--- src/rtl/uart_rx_buffer.sv ---
// uart_rx_buffer: FWFT elastic buffer behind uart_rx with sticky overflow and saturating parity-error count
module uart_rx_buffer #(
  parameter int DATA_WIDTH = 8,
  parameter int DEPTH = 16,
  parameter bit DROP_BAD_PARITY = 1'b0
) (
  input  logic                        clk,
  input  logic                        rst,
  input  logic                        i_vld,
  input  logic [DATA_WIDTH-1:0]       i_data,
  input  logic                        i_pc_pass,
  output logic                        o_rdy,
  output logic                        o_vld,
  output logic [DATA_WIDTH-1:0]       o_data,
  output logic                        o_pc_pass,
  input  logic                        i_rdy,
  output logic [$clog2(DEPTH):0]      o_count,
  output logic                        o_overflow,
  input  logic                        i_clr,
  output logic [7:0]                  o_err_cnt
);
  localparam int AW = $clog2(DEPTH);
  logic [DATA_WIDTH:0] mem [DEPTH];
  logic [AW:0] wr_ptr, rd_ptr;
  logic [DATA_WIDTH:0] head;
  logic wr_en, rd_en, drop, perr;
  assign o_count = wr_ptr - rd_ptr;
  assign o_vld = wr_ptr != rd_ptr;
  assign o_rdy = !(wr_ptr[AW-1:0] == rd_ptr[AW-1:0] && wr_ptr[AW] != rd_ptr[AW]);
  assign wr_en = i_vld && o_rdy && !(DROP_BAD_PARITY && !i_pc_pass);
  assign rd_en = o_vld && i_rdy;
  assign drop = i_vld && !o_rdy;
  assign perr = i_vld && !i_pc_pass;
  // gated so the head reads as zero out of reset even though the array is not reset
  assign head = o_vld ? mem[rd_ptr[AW-1:0]] : '0;
  assign o_data = head[DATA_WIDTH-1:0];
  assign o_pc_pass = head[DATA_WIDTH];
  always_ff @(posedge clk)
    if (wr_en) mem[wr_ptr[AW-1:0]] <= {i_pc_pass, i_data};
  always_ff @(posedge clk or negedge rst) begin
    if (!rst) begin
      wr_ptr <= '0;
      rd_ptr <= '0;
      o_overflow <= 1'b0;
      o_err_cnt <= '0;
    end else begin
      if (wr_en) wr_ptr <= wr_ptr + 1'b1;
      if (rd_en) rd_ptr <= rd_ptr + 1'b1;
      o_overflow <= drop ? 1'b1 : i_clr ? 1'b0 : o_overflow;
      o_err_cnt <= perr ? (i_clr ? 8'd1 : (&o_err_cnt) ? o_err_cnt : o_err_cnt + 8'd1)
                        : (i_clr ? 8'd0 : o_err_cnt);
    end
  end
endmodule

--- config.mk ---
export PLATFORM = sky130hd
export DESIGN_NAME = uart_rx_buffer
export DESIGN_NICKNAME = d
export VERILOG_FILES = /design/src/rtl/uart_rx_buffer.sv
export SDC_FILE = /design/constraint.sdc
export NUM_CORES = 1
export LEC_CHECK = 0
export CAP_MARGIN = 5
export CORE_MARGIN = 3
export CORE_UTILIZATION = 55
export DETAILED_ROUTE_END_ITERATION = 12
export MAX_ROUTING_LAYER = met4
export PLACE_DENSITY_LB_ADDON = 0.05
export SKIP_LAST_GASP = 1
export SYNTH_ARGS = -nofsm -noshare
export SYNTH_HDL_FRONTEND = slang
export SYNTH_SLANG_ARGS = --single-unit
--- constraint.sdc ---
create_clock -name clk -period 4.6 [get_ports clk]
set_input_delay 0.69 -clock clk [delete_from_list [all_inputs] [get_ports clk]]
set_output_delay 0.69 -clock clk [all_outputs]
set_load 0.02 [all_outputs]
# [Yosys cells after proc, flatten, opt, wreduce, memory -nomap -nowiden]
# Memory sizes are Yosys's and may differ from the RTL's.
# Index checks and enable logic that the tools add are counted.
[totals] rom_bits=0 inputBits=14 mem_bits_rw=144 register_bits=19 mem_count=1 wordCells=33 latchBits=0
[classes] mul=0 addsub=4 n_shift=0 n_reduce_logical=11 n_mux=9 magnitude_cmp=0 n_div=0 bitwise_logic=0 n_eq_ne=4
[memory_table] name="mem" words=16 width=9 rd=1 rd_ports_with_merged_regs=0 wr=1 line_no="23" text="logic [DATA_WIDTH:0] mem [DEPTH];"
[op_table] op="$mux W8" n=4
[op_table] op="$add A5 B1 Y5 const B" n=2
[op_table] op="$mux W9" n=1
[op_table] op="$add A8 B1 Y8 const B" n=1
[op_table] op="$reduce_and A8 Y1" n=1
[op_table] op="$logic_and A1 B1 Y1" n=5
[op_table] op="$ne A5 B5 Y1" n=1
[op_table] op="$sub A5 B5 Y5" n=1
[op_table] op="$eq A4 B4 Y1" n=1
[op_table] op="$mux W1" n=4
[op_table] op="$reduce_bool A2 Y1" n=2
[op_table] op="$logic_not A1 Y1" n=2
[op_table] op="$ne A2 B2 Y1 const B" n=1
[op_table] op="$reduce_and A2 Y1" n=1
[op_table] op="$ne A1 B1 Y1" n=1

# [Longest topological paths before layout]
# Gate-level depths: netlist (run 1).
[depth] ltp_word=6 depth_mapped=9 depth_no_buf=7

# [Least setup slack after synthesis (run 1)]
# Ideal clock, no wire load.
[synth_timing] kind="register -> output" start="register rd_ptr[1]" end="output port o_data[0]" slack_ps=1462 n_path_buf=3 arrival_ps=2448 stages_incl_launch_ff=10 path_cell_list="dfrtp_1 -> buf_2 -> buf_1 -> inv_1 -> ha_1 -> and4_4 -> nand2_2 -> and3_1 -> clkbuf_1 -> a221o_1"
[synth_via] elab_chain_len=2 word_cells_on_any_way=3 classes_between="eq/ne: 1; mux: 1; memory: 1"
[synth_lines] element="from (decl)" line_no="24" text="logic [AW:0] wr_ptr, rd_ptr;"
[synth_lines] element="from (signal assigned)" line_no="48" text="if (rd_en) rd_ptr <= rd_ptr + 1'b1;"
[synth_lines] element="$ne A5 B5 Y1" line_no="28" text="assign o_vld = wr_ptr != rd_ptr;"
[synth_lines] element="net o_vld" line_no="13" text="output logic o_vld,"
[synth_lines] element="$mux W9" line_no="35" text="assign head = o_vld ? mem[rd_ptr[AW-1:0]] : '0;"
[synth_lines] element="to (decl)" line_no="14" text="output logic [DATA_WIDTH-1:0] o_data,"
# The timed path passes the listed nets, and every way through them passes these cells.

# [Worst setup path in the final report (run 1)]
[layout_timing] start="register rd_ptr[2]" end="output port o_data[2]"
[layout_via] elab_chain_len=2 word_cells_on_any_way=3 classes_between="eq/ne: 1; mux: 1; memory: 1"
[layout_lines] element="$mem_v2 Z16 W9 / $ne A5 B5 Y1 (equally long branches)"
[layout_lines] element="$mux W9 (*)" line_no="35"
# Mark *: on every way between the ends. The rest lies on a longest branch, timed or not.

==> reports/qor.txt, run 1 <==
Synthesized Nets: 395
worst setup slack after layout: 0.458 ns
result of the run: finished, final reports clean
remaining max-slew budget at the tightest pin: 0.179
vias in the first global route: 3480
CTS tree: built
number of vias per cell: 6.13
initial standard-cell utilization of the core: 0.577
post-route design area: 7870 sq um
total overflow reported by the global router: 0
mapped cell area: 6730 sq um
register cell area after layout: 4800 sq um
worst-path cell with the longest stage delay: o21ai_1
overall via count from detail_route: 3505
I/O Buffers: 38
FP Rows: 39
asr flop ratio synth: 0.117
fraction of final layout cells with drive strength greater than 1: 0.175
kind of critical path: flip-flop to output port
fmax: 241 MHz
antenna viol nets, final: 0
DRC errors left: 0
accumulated negative setup slack: 0 ns
leading register cell type out of synthesis: edfxtp_1
HPWL reported at the end of detailed placement: 9020 um
final estimated routing congestion in global placement: 0.959
1st-pass router iterations: 6
largest net degree at the start of global routing: 40
setup violation total in the final timing report: 0
worst min-delay path category: flip-flop to flip-flop
max-capacitance violation count: 0
detailed-route wire length: 13700 um
number of stages on the worst setup path: 7
hold buffer count at cts: 0
dominant cell type by area after synthesis: edfxtp_1
RSZ-0062 raised after global routing: no
EDFF count, synth: 144
maximum single-stage delay on the critical path: 0.61 ns
period utilisation layout: 0.900
clock sink total: 163
number of H-tree levels: 4
post-synthesis sequential area ratio: 0.713
Seq cells post-synth: 163
required time of the worst setup path: 3.91 ns
Slew @ Worst Pin: 1.22 ns
count of inserted antenna diode cells: 0
CP Buf/Inv Count: 2
Static Leak: 2.71 nW
number of cells traversed by the worst register-to-register path: 6
cell family with most CP delay: compound AO/OA/AOI/OAI gates
DP Area: 7270 sq um
DRC violation total after the first TritonRoute iteration: 337
Die Y-Extent: 117 um
initial antenna violation count: 0
Syn Area/Cell: 18.2 sq um
pre-CTS setup slack: 0.957 ns
peak fanout along the critical path: 14
Worst setup SP type: flip-flop
Post-synth top cells: 144 x edfxtp_1, 30 x mux4_2, 23 x nand2_1
die width: 117 um
buffers inserted by post-CTS timing repair: 0
worst clock skew: 0.00909 ns
number of clock buffers inserted by TritonCTS: 17
element type at the critical path end: output port
sum of internal, switching and leakage power: 5.34 mW
pwr/cell area: 679 nW/um^2
Final Critical Period: 4.14 ns
number of instances in the synthesized netlist: 370
largest buffer count on any clock path: 2
routed length per instance: 24.0 um
data arrival time of the worst path: 3.45 ns
Hold Vio Cnt, Final: 0
Worst VDD drop: 371 uV
number of inserted filler cells in the final layout: 755
core utilization of the finished layout: 0.675
Yosys warnings: 0
area fraction of the dominant cell type after synthesis: 0.643
Area Growth Syn to Fin: 17.0%
hold path depth: 2
area of combinational cells with multiple inputs: 1800 sq um
most frequently used cell type in the post-synthesis netlist: edfxtp_1
insertion delay of the later-clocked pin in the worst-skew pair: 0.43 ns
first-pass GRT wire length: 20900 um
ports placed on the boundary: 39
all-layer global routing usage: 0.229
cells traversed along the worst timing path: inv_1, ha_1, nand4_1, o21ai_1, a21oi_1, a221o_1, clkdlybuf4s50_1
core area: 11700 sq um
count of nets after finishing: 442
clock-pin slew on the worst setup and hold paths: 0.06 ns
dominant cells by area after synthesis: edfxtp_1 64%, mux4_2 10%, dfrtp_1 7.1%, mux4_1 2.3%, ha_1 1.9%
area of the die: 13600 sq um
Root Driver: clkbuf_16
Slew Limit Fails: 0
Yosys cell types: 45
count of cells resized by post-cts repair: 0
[final timing paths]
| kind | startpoint | to | slack, ns |
|---|---|---|---|
| max | rd_ptr[2]$_DFFE_PN0P_ | o_data[2] | 0.46 |
| min | o_overflow$_DFFE_PN0P_ | o_overflow$_DFFE_PN0P_ | 0.53 |
| max reg2reg | rd_ptr[2]$_DFFE_PN0P_ | mem[13][1]$_DFFE_PP_ | 1.28 |
| min reg2reg | o_overflow$_DFFE_PN0P_ | o_overflow$_DFFE_PN0P_ | 0.53 |
| max in group asynchronous | rst | rd_ptr[0]$_DFFE_PN0P_ | 3.18 |
| min in group asynchronous | rst | o_err_cnt[4]$_DFFE_PN0P_ | 0.78 |
[flip-flops by register name, summed over array words and instances (netlist names)]
| signal | flops |
|---|---|
| rd_ptr | 5 |
| wr_ptr | 5 |
| o_overflow | 1 |
| mem | 144 |
| o_err_cnt | 8 |
[cell type report]
cell class	instances	area share
Tap cell	143	0.0227
Multi-Input combinational cell	177	0.229
Sequential cell	163	0.610
Clock buffer	17	0.0540
Timing Repair Buffer	44	0.0556
Clock inverter	14	0.0222
Inverter	14	0.00667
[worst register-to-register path, cell delays in order (launching register included)]
cell,delay [ns]
dfrtp_1,0.58
inv_1,0.27
ha_1,0.41
and4_4,0.21
a21boi_1,0.47
nand3_1,0.21
nor2_1,0.78
[cells in the final DEF, fill, tap and decap left out, types with 10 or more instances in the layout]
cell,Yosys,routed
a21oi_1,13,13
clkbuf_16,0,17
clkdlybuf4s50_1,0,38
dfrtp_1,19,18
edfxtp_1,144,144
ha_1,10,10
inv_1,14,14
mux4_2,30,30
nand2_1,23,23
nor2_1,12,12
[where the power goes]
group / switching, mW / leakage (nW) / internal [mW]
clock: 0.573 / 0.294 / 0.858
combinational: 1.06 / 0.875 / 0.908
sequential: 0.146 / 1.54 / 1.80
[layer usage]
layer	part of all wire	vias up	GRT usage	wire [um]
met2	0.50	112	0.338	6870
met5	0	-	-	0
li1	-	1578	-	-
met4	0.031	0	0.108	427
met3	0.053	30	0.0487	729
met1	0.42	1785	0.308	5710
[metrics by stage]
stage	instances	hold WS (ns)
floorplan	370	0.394
global placement	541	0.514
detailed placement	541	0.534
CTS	572	0.539
global route	572	0.576
finish	572	0.532
[kinds of logic (layout without fill, tap and decap cells)]
| family | count (synthesis) | count (layout) | share of synthesized area |
|---|---|---|---|
| mux | 38 | 38 | 0.127 |
| xor+xnor | 15 | 15 | 0.0206 |
| buf+inv | 30 | 89 | 0.0223 |
| compound gates | 36 | 36 | 0.0366 |
| flops | 163 | 163 | 0.713 |
| fa+ha+maj | 11 | 11 | 0.0216 |
| simple gates | 77 | 77 | 0.0584 |
(Power assumes the default switching activity.)
==> run 2: changes to the inputs <==
Settings changed: ABC_CLOCK_PERIOD_IN_PS from default to 4600, RECOVER_POWER from default to 50.
==> reports/qor.txt, run 2 (synthesis gave the netlist of run 1 again) <==
total overflow reported by the global router: 0 (unchanged)
Final Critical Period: 4.12 ns (was 4.14 ns)
element type at the critical path end: output port (unchanged)
largest net degree at the start of global routing: 40 (unchanged)
number of vias per cell: 6.15 (was 6.13)
largest buffer count on any clock path: 2 (unchanged)
remaining max-slew budget at the tightest pin: 0.183 (was 0.179)
clock network fraction of total power: 0.268 (about the same)
cells traversed along the worst timing path: inv_1, ha_1, nand4_1, o21ai_1, a21oi_1, a221o_1, clkdlybuf4s50_1 (unchanged)
result of the run: finished, final reports clean (unchanged)
combinational power share: 0.367 (was 0.369)
Hold Vio Cnt, Final: 0 (unchanged)
I/O Buffers: 38 (unchanged)
fmax: 243 MHz (was 241 MHz)
CP Buf/Inv Count: 2 (unchanged)
area of the die: 13600 sq um (unchanged)
Static Leak: 2.72 nW (was 2.71 nW)
DRC errors left: 0 (unchanged)
maximum single-stage delay on the critical path: 0.59 ns (was 0.61 ns)
number of inserted filler cells in the final layout: 756 (was 755)
non-filler instance count after layout: 572 (unchanged)
hold buffer count at cts: 0 (unchanged)
CTS tree: built (unchanged)
count of inserted antenna diode cells: 0 (unchanged)
antenna viol nets, final: 0 (unchanged)
count of nets after finishing: 442 (unchanged)
worst clock skew: 0.00849 ns (was 0.00909 ns)
clock-pin slew on the worst setup and hold paths: 0.06 ns (about the same)
initial antenna violation count: 0 (unchanged)
number of H-tree levels: 4 (unchanged)
most common cell after layout, fill and taps aside: edfxtp_1 (unchanged)
FP Rows: 39 (unchanged)
sequential share of power: 0.365 (was 0.364)
initial standard-cell utilization of the core: 0.577 (unchanged)
worst min-delay path category: flip-flop to flip-flop (unchanged)
first-pass GRT wire length: 20900 um (unchanged)
fraction of final layout cells with drive strength greater than 1: 0.168 (was 0.175)
leading cell types in the layout, fill and taps excluded: 144 x edfxtp_1, 30 x mux4_2, 25 x clkdlybuf4s50_1 (was 144 x edfxtp_1, 38 x clkdlybuf4s50_1, 30 x mux4_2)
accumulated negative setup slack: 0 ns (unchanged)
Sw Ratio: 0.333 (about the same)
Power Internal: 3.55 mW (was 3.56 mW)
worst-path cell with the longest stage delay: o21ai_1 (unchanged)
detailed-route wire length: 13700 um (about the same)
core utilization of the finished layout: 0.674 (was 0.675)
number of clock buffers inserted by TritonCTS: 17 (unchanged)
max reg flops: 144 (unchanged)
vias in the first global route: 3480 (unchanged)
Root Driver: clkbuf_16 (unchanged)
required time of the worst setup path: 3.91 ns (about the same)
count of cells resized by post-cts repair: 0 (unchanged)
Worst setup SP type: flip-flop (unchanged)
Slew Limit Fails: 0 (unchanged)
ports placed on the boundary: 39 (unchanged)
Die Y-Extent: 117 um (unchanged)
Placed Cells: 541 (unchanged)
core area: 11700 sq um (unchanged)
pwr/cell area: 677 nW/um^2 (was 679 nW/um^2)
routed length per instance: 23.9 um (was 24.0 um)
insertion delay of the later-clocked pin in the worst-skew pair: 0.42 ns (was 0.43 ns)
RSZ-0062 raised after global routing: no (unchanged)
die width: 117 um (unchanged)
buffers inserted by post-CTS timing repair: 0 (unchanged)
all-layer global routing usage: 0.229 (unchanged)
period utilisation layout: 0.895 (was 0.900)
area of combinational cells with multiple inputs: 1800 sq um (about the same)
clock sink total: 163 (unchanged)
Slew @ Worst Pin: 1.22 ns (about the same)
setup violation total in the final timing report: 0 (unchanged)
data arrival time of the worst path: 3.43 ns (was 3.45 ns)
peak fanout along the critical path: 14 (unchanged)
final estimated routing congestion in global placement: 0.959 (unchanged)
switching component of the power: 1.77 mW (was 1.78 mW)
cell family with most CP delay: compound AO/OA/AOI/OAI gates (unchanged)
max-capacitance violation count: 0 (unchanged)
overall via count from detail_route: 3516 (was 3505)
1st-pass router iterations: 5 (was 6)
Area Growth Syn to Fin: 16.9% (was 17.0%)
register cell area after layout: 4800 sq um (unchanged)
kind of critical path: flip-flop to output port (unchanged)
Worst VDD drop: 370 uV (was 371 uV)
HPWL reported at the end of detailed placement: 9020 um (unchanged)
DRC violation total after the first TritonRoute iteration: 352 (was 337)
## run 2: power by group through the flow
stage               Combinational, mW  Clock (mW)  Sequential (mW)
detailed placement               1.98           0             1.97
global placement                 1.97           0             1.96
floorplan                        1.34           0             1.89
global route                     2.08        1.51             1.96
finish                           1.95        1.43             1.94
CTS                              1.98        1.45             1.94
## run 2: metal layers
metal / GRT usage / vias to the layer above / share of wire
li1: - / 1579 / -
met1: 0.308 / 1786 / 0.43
met2: 0.338 / 113 / 0.49
met3: 0.0487 / 38 / 0.044
met4: 0.108 / 0 / 0.041
met5: - / - / 0
## run 2: path summary, 6_finish.rpt
kind | startpoint | end | slack (ns) | cells after the start
worst max-delay path | rd_ptr[2]$_DFFE_PN0P_ | o_data[2] | 0.48 | 7
worst min-delay path | o_overflow$_DFFE_PN0P_ | o_overflow$_DFFE_PN0P_ | 0.53 | 2
worst max register to register | rd_ptr[2]$_DFFE_PN0P_ | mem[13][1]$_DFFE_PP_ | 1.24 | 6
worst min register to register | o_overflow$_DFFE_PN0P_ | o_overflow$_DFFE_PN0P_ | 0.53 | 2
max in group asynchronous | rst | rd_ptr[0]$_DFFE_PN0P_ | 3.10 | 1
min in group asynchronous | rst | o_err_cnt[4]$_DFFE_PN0P_ | 0.85 | 1
## run 2: through the flow
step                      power (mW)  instance area (sq um)  worst slack [ns]  hold WS [ns]
after floorplan                 3.23                   6730              1.46         0.394
after global placement          3.93                   7270              1.07         0.514
after detailed placement        3.95                   7270             0.957         0.534
after CTS                       5.37                   7870             0.497         0.539
after global routing            5.56                   7870             0.285         0.572
final                           5.32                   7870             0.481         0.529
## run 2: worst reg2reg max path, delay by kind of cell (launching register included)
family,cells,cell delay [ns]
buffers and inverters,1,0.27
DFF,1,0.58
and+or+nand+nor,3,1.24
AOI/OAI and AO/OA,1,0.48
adders and majority gates,1,0.41
## run 2: final cells by class
type,count,area share
clock inverters,14,0.0223
clock buffers,17,0.0541
repair buffers,44,0.0552
inverters,14,0.00668
well taps,143,0.0227
multi-input cells,177,0.229
flip-flops and latches,163,0.610
